File: src/rtl/seq_multiplier.sv
// seq_multiplier: multi-cycle signed radix-2 Booth multiplier.
// One Booth step per clock; start/busy/done handshake; 2*WIDTH signed result.
// Optional overflow flag output enabled by defining SEQ_MULTIPLIER_OVF_EN.
module seq_multiplier #(
  parameter int WIDTH = 8
) (
  input  logic                 clk,
  input  logic                 rst_n,
  input  logic                 start,
  input  logic [WIDTH-1:0]     num1,
  input  logic [WIDTH-1:0]     num2,
  output logic                 busy,
  output logic                 done,
  output logic [2*WIDTH-1:0]   result
`ifdef SEQ_MULTIPLIER_OVF_EN
  ,
  output logic                 ovf
`endif
);

  localparam int CW = $clog2(WIDTH) + 1;

  localparam logic [1:0] IDLE = 2'd0;
  localparam logic [1:0] RUN  = 2'd1;
  localparam logic [1:0] DONE = 2'd2;

  logic [1:0]         state;
  logic [WIDTH-1:0]   m;
  logic [WIDTH-1:0]   q;
  logic [WIDTH:0]     a;
  logic               q_1;
  logic [CW-1:0]      count;

  logic [WIDTH:0]     m_ext;
  logic [WIDTH:0]     a_sum;
  logic [WIDTH:0]     a_sh;
  logic [WIDTH-1:0]   q_sh;
  logic [2*WIDTH-1:0] product;

  assign busy  = (state != IDLE);
  assign done  = (state == DONE);
  assign m_ext = {m[WIDTH-1], m};

  // One Booth step: conditional add/subtract of the sign-extended multiplicand, then arithmetic shift
  always_comb begin
    a_sum = a;
    case ({q[0], q_1})
      2'b01:   a_sum = a + m_ext;
      2'b10:   a_sum = a - m_ext;
      default: a_sum = a;
    endcase
    a_sh    = {a_sum[WIDTH], a_sum[WIDTH:1]};
    q_sh    = {a_sum[0], q[WIDTH-1:1]};
    product = {a_sh[WIDTH-1:0], q_sh};
  end

  // Control FSM and datapath registers: capture on start, step in RUN, publish the product on DONE entry
  always_ff @(posedge clk or negedge rst_n) begin
    if (!rst_n) begin
      state  <= IDLE;
      m      <= '0;
      q      <= '0;
      a      <= '0;
      q_1    <= 1'b0;
      count  <= '0;
      result <= '0;
    end else begin
      case (state)
        IDLE: begin
          if (start) begin
            m     <= num1;
            q     <= num2;
            a     <= '0;
            q_1   <= 1'b0;
            count <= '0;
            state <= RUN;
          end
        end
        RUN: begin
          a     <= a_sh;
          q     <= q_sh;
          q_1   <= q[0];
          count <= count + CW'(1);
          if (count == CW'(WIDTH - 1)) begin
            result <= product;
            state  <= DONE;
          end
        end
        DONE: begin
          state <= IDLE;
        end
        default: begin
          state <= IDLE;
        end
      endcase
    end
  end

`ifdef SEQ_MULTIPLIER_OVF_EN
  // Overflow flag is registered alongside result: set when the product's upper bits are not a pure sign extension
  always_ff @(posedge clk or negedge rst_n) begin
    if (!rst_n) begin
      ovf <= 1'b0;
    end else if (state == RUN && count == CW'(WIDTH - 1)) begin
      ovf <= (product[2*WIDTH-1:WIDTH-1] != {(WIDTH+1){product[2*WIDTH-1]}});
    end
  end
`endif

endmodule

File: config.mk
export PLATFORM = sky130hd
export DESIGN_NAME = seq_multiplier
export DESIGN_NICKNAME = d
export VERILOG_FILES = /design/src/rtl/seq_multiplier.sv
export SDC_FILE = /design/constraint.sdc
export NUM_CORES = 1
export LEC_CHECK = 0
export ABC_CLOCK_PERIOD_IN_PS = 2400
export BUFFER_PORTS_ARGS = -buffer_cell sky130_fd_sc_hd__buf_4
export CORE_UTILIZATION = 40
export DETAILED_ROUTE_END_ITERATION = 10
export PLACE_DENSITY = 0.58
export SYNTH_ARGS = -nofsm -noshare
export SYNTH_HDL_FRONTEND = slang
export SYNTH_SLANG_ARGS = --single-unit
export TNS_END_PERCENT = 100
File: constraint.sdc
create_clock -name clk -period 2.4 [get_ports clk]
set_input_delay 0.36 -clock clk [delete_from_list [all_inputs] [get_ports clk]]
set_output_delay 0.36 -clock clk [all_outputs]
set_load 0.02 [all_outputs]
Word level (Yosys, flattened, before mapping)
Cells that the tools add are included.

Register bits: 48. Latch bits: 0. Memories kept: 0. Bits in writable memories: 0. Input port bits: 19. Logic and storage cells: 36. Memory bits (read-only): 0. Output and inout port bits: 18.

Multipliers: 0. Bitwise gates (word level): 0. Magnitude comparators: 0. Add/subtract/negate cells: 3. Equal/unequal tests: 7. Shifts and indexed selects: 0. Div/mod/pow operators: 0. Muxes and demuxes: 12. Reduce and logical (&&, ||, !) cells: 7.

Operators by type and width (count): 9-bit one-hot mux with 2 select lines (2); 8-bit one-hot mux with 2 select lines (1); 9-bit adder (1); 9-bit 2-to-1 mux (1); 9-bit subtractor (1); 8-bit 2-to-1 mux (1); 4-bit one-hot mux with 2 select lines (1); 2-bit AND reduction (4); 4-bit by 1-bit adder with 4-bit output (second input constant) (1); 2-bit by 1-bit equality test with 1-bit output (second input constant) (2); 2-bit equality test (second input constant) (2); 4-bit by 3-bit equality test with 1-bit output (second input constant) (1); 2-bit 2-to-1 mux (2); 4-bit 2-to-1 mux (1); 2-bit != test (second input constant) (2); 2-bit one-hot mux with 2 select lines (1); 2-bit nonzero test (2); 2-bit logical NOT (1); 1-bit one-hot mux with 2 select lines (1); 1-bit 2-to-1 mux (1).

Logic depth before layout (Yosys ltp)
Gate-level depths: netlist (run 1).

Depth after elaboration: 3. Gate-level depth with buffers: 12. Mapped depth without buffers: 12.

Worst setup path before layout (run 1)
Ideal clock, no wire load.

Path kind: register to register. Start point: reg q_1. End point: reg a[7]. Arrival: 2466 ps. Clock period less this slack: 2540 ps. Setup time: 74 ps. Slack: -140 ps. Required time: 2326 ps. Buffers on the path: 1. Stages on the path, launching flop included: 12. Cells stage by stage: dfrtp_1 -> inv_1 -> ha_1 -> buf_2 -> mux2_2 -> fa_1 -> nand2b_1 -> a21oi_1 -> a21oi_2 -> mux2i_1 -> or3_1 -> o21ai_2.

Word-level cells in the longest chain between the ends: 3. Elaborated cells on any way between the ends: 4. Those cells by class: 2 x eq/ne; 2 x mux.

Ends and longest elaborated chain: start, declared (line 31) `logic q_1;`; start signal, assigned (line 82) `q_1 <= q[0];`; 2-bit equality test / 2-bit by 1-bit equality test with 1-bit output (equally long branches) (line 47) `case ({q[0], q_1})`; 9-bit one-hot mux with 2 select lines (*) (line 47); 9-bit one-hot mux with 2 select lines (*) (line 68) `case (state)`; end signal, assigned (line 80) `a <= a_sh;`; end, declared (line 30) `logic [WIDTH:0] a;`.

Every way passes the cells marked *; elsewhere a longest branch is shown, timed or not. A chain may end at the register's enable or synchronous reset.

Final worst setup path (run 1)
Start point: reg m[3]. End point: reg result[15].

Word-level cells in the longest chain between the ends: 2. Elaborated cells on any way between the ends: 3. Those cells by class: 2 x add/sub; 1 x mux.

Ends and longest elaborated chain: start, declared (line 28) `logic [WIDTH-1:0] m;`; start signal, assigned (line 71) `m <= num1;`; 9-bit subtractor / 9-bit adder (equally long branches) (line 49, 48); 9-bit one-hot mux with 2 select lines (*) (line 47); end signal, assigned (line 85) `result <= product;`; end, declared (line 14) `output logic [2*WIDTH-1:0] result`.

Marked as above.

==> summary.md, run 1 <==
| Metric | Value |
|---|---|
| Wire per inst | `13.6 um` |
| Setup-failing EPs final | `8` |
| Row count | `28` |
| Clock buffer count from CTS | `5` |
| Met3 Use GR | `between 3 and 4%` |
| CTS tree | `done` |
| Post-synth net total | `304` |
| Gr usage total | `18.6%` |
| Synth Area in Compound Gates | `about 14%` |
| Number of I/O port buffers | `36` |
| Grt met1 use | `25.3%` |
| Final period util | `108%` |
| Least-Margin Pin Slew | `747 ps` |
| Post-layout util | `56.0%` |
| Vias/cell | `4.93` |
| Seq/Total Area, Yosys | `48.3%` |
| Yosys warnings | `0` |
| Vias in the first global route | `1847` |
| Mux contribution to synthesized area | `under 10%` |
| Crit Path Max Fanout | `3` |
| Req. time, crit path | `2590 ps` |
| CTS max path bufs | `2` |
| DIE WIDTH | `roughly 80 um` |
| H-tree depth | `2` |
| Core area | `just under 0.006 sq mm` |
| GRT busiest layer | `met2` |
| Initial antenna violation count | `0` |
| Area of the multi-input gates | `0.00135 sq mm` |
| Root Driver | `clkbuf_8` |
| Post-Syn Area | `~0.0024 sq mm` |
| Fin Clk Skew | `approximately 4.0 ps` |
| Max cap viols | `0` |
| Non-filler cells, final | `413` |
| Hold-fix buffers, CTS | `0` |
| Sink Count | `47` |
| Status | `finished, violations left` |
| Initial Util | `41.3%` |
| Dominant synthesized flop cell | `dfrtp_1` |
| Fill cells | `558` |
| Failing checks | `DRC, setup timing` |
| Ports | `37` |
| Max frequency | `387 MHz` |
| Kind of critical path | `reg -> reg` |
| EDFF count, synth | `0` |
| Syn avg cell area | `8.91 sq um` |
| Register area | `0.00118 sq mm` |
| Clk_lat worst skew | `300 ps` |
| Largest net degree at the start of global routing | `between 40 and 50` |
| Slew headroom | `between 50 and 60%` |
| Grt total ovfl | `0` |
| RSZ-0062 raised after global routing | `yes` |
| Largest family of logic cells by synthesized area | `simple AND/OR/NAND/NOR gates` |
| Detailed-route wire length | `5630 um` |
| Post-synthesis simple-gate area fraction | `20.2%` |
| Layout overhead on the synthesized area | `35.4%` |
| Flops & latches, synth | `47` |
| GR met2 Demand/Resource | `29.3%` |
| Diodes inserted | `0` |
| Gp weighted congestion | `0.849` |
| Hold crit path type | `in -> async` |
| Placed insts | `399` |
| Worst endpoint data arrival time | `2780 ps` |
| Share of layout cells above drive strength 1 | `between 30 and 40%` |
| Final routed DRC violation total | `1` |
| Nets | `368` |
| Post-synthesis async set-or-reset flop share | `100%` |
| Worst setup EP type | `flip-flop` |
| Xor/xnor share of the synthesized area | `4.32%` |
| Synth unique cells | `39` |
| Final setup margin | `-186 ps` |
| Post-route minimum period | `between 2000 and 3000 ps` |
| ANT nets after route | `0` |
| Chip height | `80 um` |
| 1st-iter DRT viols | `between 100 and 150` |
| Hold Vio Cnt, Final | `0` |
| Post-Synth Adder-Cell Area | `6.48%` |
| Startpoint types | `flip-flop` |
| First-pass GRT wire length | `9050 um` |
| Clock slew at reported path FFs | `around 90 ps` |
| Drt pass-1 iters | `7` |
| Post-DP HPWL | `roughly 4000 um` |
| Cells after Synth | `273` |
| Fin. max-slew vios | `0` |
| Via count | `around 2.0k` |
| Die area | `0.00640 sq mm` |
[layout make-up]
type                       instances  share of cell area (%)
sequential                        47                    35.7
timing repair buffer              70                    16.3
clock buffer                       7                    2.92
multi-input combinational        203                    40.9
clock inverter                     1                   0.228
tap                               75                    2.85
inverter                          10                    1.14
[state kept, by name, indices dropped and copies added, names as in the netlist]
name / cells
q_1: 1
m: 8
result: 16
state: 2
a: 8
q: 8
count: 4
[routing by layer]
layer  vias to the layer above  wire length, um
li1                       1052                -
met1                       946             2830
met2                        35             2550
met3                         5              170
met4                         0               78
met5                         -                0
[cell families after synthesis]
kind of cell / Yosys count
AO/OA/AOI/OAI: 59
XOR/XNOR: 12
adder cells (fa/ha/maj): 12
buffers and inverters: 23
flip-flops: 47
multiplexers: 6
AND/OR/NAND/NOR: 114
[synthesized netlist by cell type (all sizes together) (3+ instances only)]
library cell,number,share of area (%)
o21ai,26,5.5
inv,10,1.5
nor2b,3,0.77
nor2,22,3.4
ha,11,5.7
xnor2,10,3.6
nand2b,4,1.0
a22oi,5,1.5
a21oi,13,2.8
dfrtp,47,48
a31oi,4,1.0
buf,3,0.57
nand2,65,10
nand3,7,1.4
mux2i,3,1.2
nor3,6,1.2
clkbuf,10,1.5
mux2,3,1.4
[what timing repair did]
item | 4_1_cts | 5_1_grt
gates resized for setup | 11 | 30
pin swaps | 3 | 17
endpoints found under the setup margin | 11 | 12
cloned | 0 | 0
buffers inserted | 1 | 6
[cell usage in the layout, fill, tap and decap left out, types with 2 or more instances in the layout]
cell      netlist  layout
a21o_1          2       2
a21oi_1        12       6
a21oi_2         1       6
a22oi_1         5       5
a31oi_1         4       3
buf_4           0      67
buf_6           0       3
clkbuf_8        0       7
dfrtp_1        47      46
ha_1           11       7
ha_4            0       3
inv_1          10       6
inv_2           0       4
mux2_2          3       2
mux2i_1         3       2
nand2_1        65      65
nand2b_1        4       3
nand3_1         7       7
nor2_1         22      21
nor2b_1         3       3
nor3_1          6       5
o21ai_0        23      18
o21ai_1         2       6
o21ai_2         1       2
o22ai_1         2       2
xnor2_1        10       8
xnor2_2         0       2
xor2_1          2       2
[path summary, 6_finish.rpt]
path / from / endpoint / slack (ps) / depth (start not counted)
min in group clk: num1[7] / m[7] / 240 / 3
setup / recovery: m[3] / result[15] / -190 / 10
setup reg to reg: m[3] / result[15] / -190 / 10
hold reg to reg: result[5] / result[5] / 480 / 2
hold / removal: rst_n / result[10] / 50 / 1
max in group asynchronous: rst_n / m[2] / 1890 / 1
[critical path: stages, from the launching register on]
cell     delay (ps)
dfrtp_1         420
nor4_4          330
a21oi_2         100
xnor2_1         210
ha_1            290
a21o_1          180
a31o_1          220
a21oi_2         130
mux2i_2         360
xnor2_2         160
o21ai_1          70
[metrics by stage]
step	hold slack (ps)	setup slack [ps]	TNS, ps	instance area, sq um
after detailed placement	414	-265	-2030	2970
after floorplan	64.4	-5.66	-5.66	2450
after CTS	81.2	-178	-809	3120
final	54.6	-186	-543	3300
after global routing	93.7	-293	-1820	3300
after global placement	414	-241	-1580	2970
Power of run 1 is left out: the tool's default activity adds up to more than one toggle a clock period on the data nets, which glitch-free logic cannot reach.
==> run 2, diff against run 1 <==
Settings changed: PLACE_DENSITY 0.58 to 0.6.
==> run 2 against run 1 <==
Net effect:
- the flow finishes with violations (setup timing)
- clock-buffer cell count did not move
- routed wire length shrank 0.98%
- final cell count is 0.48% lower
==> summary.md, run 2 (synthesis results as in run 1) <==
| Metric | Value |
|---|---|
| Most frequent cells in the layout | `buf_4 (66), nand2_1 (65), dfrtp_1 (46)` |
| Clock buffer count from CTS | `5 (unchanged)` |
| Kind of critical path | `reg -> reg` |
| Initial antenna violation count | `0 (unchanged)` |
| Crit Path Max Fanout | `3 (unchanged)` |
| Wire per inst | `13.6 um (-0.50%)` |
| Placed insts | `397 (-0.50%)` |
| Ports | `37 (unchanged)` |
| Commonest non-fill, non-tap cell in the layout | `buf_4` |
| Layout overhead on the synthesized area | `34.3%` |
| Setup-failing EPs final | `6 (-2)` |
| Failing checks | `setup timing` |
| Clock slew at reported path FFs | `90 ps (about the same)` |
| Startpoint types | `flip-flop` |
| Largest net degree at the start of global routing | `48 (unchanged)` |
| Vias/cell | `5.01 (+1.5%)` |
| Largest reg by FF count | `result` |
| Gr usage total | `19.5% (+0.98 points)` |
| CTS tree | `done` |
| Max FFs per register | `16 (unchanged)` |
| H-tree depth | `2 (unchanged)` |
| Number of I/O port buffers | `36 (unchanged)` |
| First-pass GRT wire length | `9380 um (+3.7%)` |
| Area of the multi-input gates | `0.00135 sq mm (about the same)` |
| Root Driver | `clkbuf_8` |
| CTS max path bufs | `2 (unchanged)` |
| Vias in the first global route | `1979 (+7.1%)` |
| Fill cells | `570 (+2.2%)` |
| Least-Margin Pin Slew | `753 ps (+6.56 ps)` |
| Gp weighted congestion | `0.868 (+2.3%)` |
| Final setup margin | `-92.9 ps (+93.3 ps)` |
| Share of layout cells above drive strength 1 | `33.3% (-0.099 points)` |
| Fin Clk Skew | `4.75 ps (+0.752 ps)` |
| Row count | `28 (unchanged)` |
| Chip height | `80 um (unchanged)` |
| Drt pass-1 iters | `4 (-3)` |
| Final period util | `104% (-3.9 points)` |
| Initial Util | `41.3% (unchanged)` |
| Via count | `2059 (+1.0%)` |
| Hold crit path type | `in -> async` |
| Fin. max-slew vios | `0 (unchanged)` |
| RSZ-0062 raised after global routing | `yes` |
| Non-filler cells, final | `411 (-0.48%)` |
| Core area | `0.00589 sq mm (unchanged)` |
| Worst setup EP type | `flip-flop` |
| 1st-iter DRT viols | `163 (+35%)` |
| Grt total ovfl | `0 (unchanged)` |
| Die area | `0.00640 sq mm (unchanged)` |
| Max cap viols | `0 (unchanged)` |
| Post-DP HPWL | `3910 um (+0.29%)` |
| DIE WIDTH | `80 um (unchanged)` |
| Sink Count | `47 (unchanged)` |
| Slew headroom | `49.8% (-0.44 points)` |
| Hold Vio Cnt, Final | `0 (unchanged)` |
| Post-route minimum period | `2490 ps (-93.3 ps)` |
| Diodes inserted | `0 (unchanged)` |
| Post-layout util | `55.5% (-0.45 points)` |
| Clk_lat worst skew | `300 ps (about the same)` |
| ANT nets after route | `0 (unchanged)` |
| Req. time, crit path | `2560 ps (-30 ps)` |
| Final routed DRC violation total | `0 (-1)` |
| Nets | `366 (-0.54%)` |
| Internal reg-to-reg setup slack | `-90 ps (+90 ps)` |
| Status | `finished, violations left` |
| Worst endpoint data arrival time | `2660 ps (-120 ps)` |
| Max frequency | `401 MHz (+3.7%)` |
| Register area | `0.00118 sq mm (unchanged)` |
| Detailed-route wire length | `5580 um (-0.98%)` |
## run 2: worst paths after layout
path	start	endpoint	cells after the start
setup / recovery	m[1]	a[6]	11
hold / removal	rst_n	result[1]	1
setup reg to reg	m[1]	a[6]	11
hold reg to reg	result[0]	result[0]	2
max in group asynchronous	rst_n	m[2]	1
min in group clk	num1[3]	m[3]	3
## run 2: metrics by stage
| step | hold slack [ps] | TNS (ps) | setup WS [ps] | area [sq um] |
|---|---|---|---|---|
| 6_report | 48.0 | -350 | -92.9 | 3270 |
| 5_1_grt | 87.3 | -1470 | -267 | 3270 |
| 4_1_cts | 74.0 | -211 | -87.8 | 3170 |
| 3_5_place_dp | 413 | -1170 | -173 | 2950 |
| 3_3_place_gp | 409 | -635 | -112 | 2950 |
| 2_1_floorplan | 64.4 | -5.66 | -5.66 | 2450 |
## run 2: worst max-delay path, cell delays in order, from the launching register on
cell and delay [ps]:
dfrtp_1 430, inv_2 90, ha_4 130, nor3b_4 220
a21oi_2 90, xnor2_1 130, ha_1 330, a211o_2 370
o31ai_4 230, xnor2_1 90, mux2i_1 170, o21ai_1 80
## run 2: area by class of cell
type                            count  area share (%)
Clock buffer                        7            2.64
Multi-Input combinational cell    203            41.2
Tap cell                           75            2.87
Clock inverter                      1           0.268
Sequential cell                    47            36.0
Timing Repair Buffer               68            15.8
Inverter                           10            1.15
## run 2: layer usage
| metal | routed length [um] | GRT usage (%) |
|---|---|---|
| met1 | 2650 | 26.2 |
| met2 | 2530 | 30.5 |
| met3 | 278 | 4.11 |
| met4 | 112 | 8.21 |
| met5 | 0 | 0 |
## run 2: timing repair
action                                  CTS  global route
resized for setup                        17            27
pin swaps                                 9             7
endpoints found under the setup margin   10            12
setup buffers                             5             1
hold buffers                              0             0
Power of run 2 is left out for the same reason.
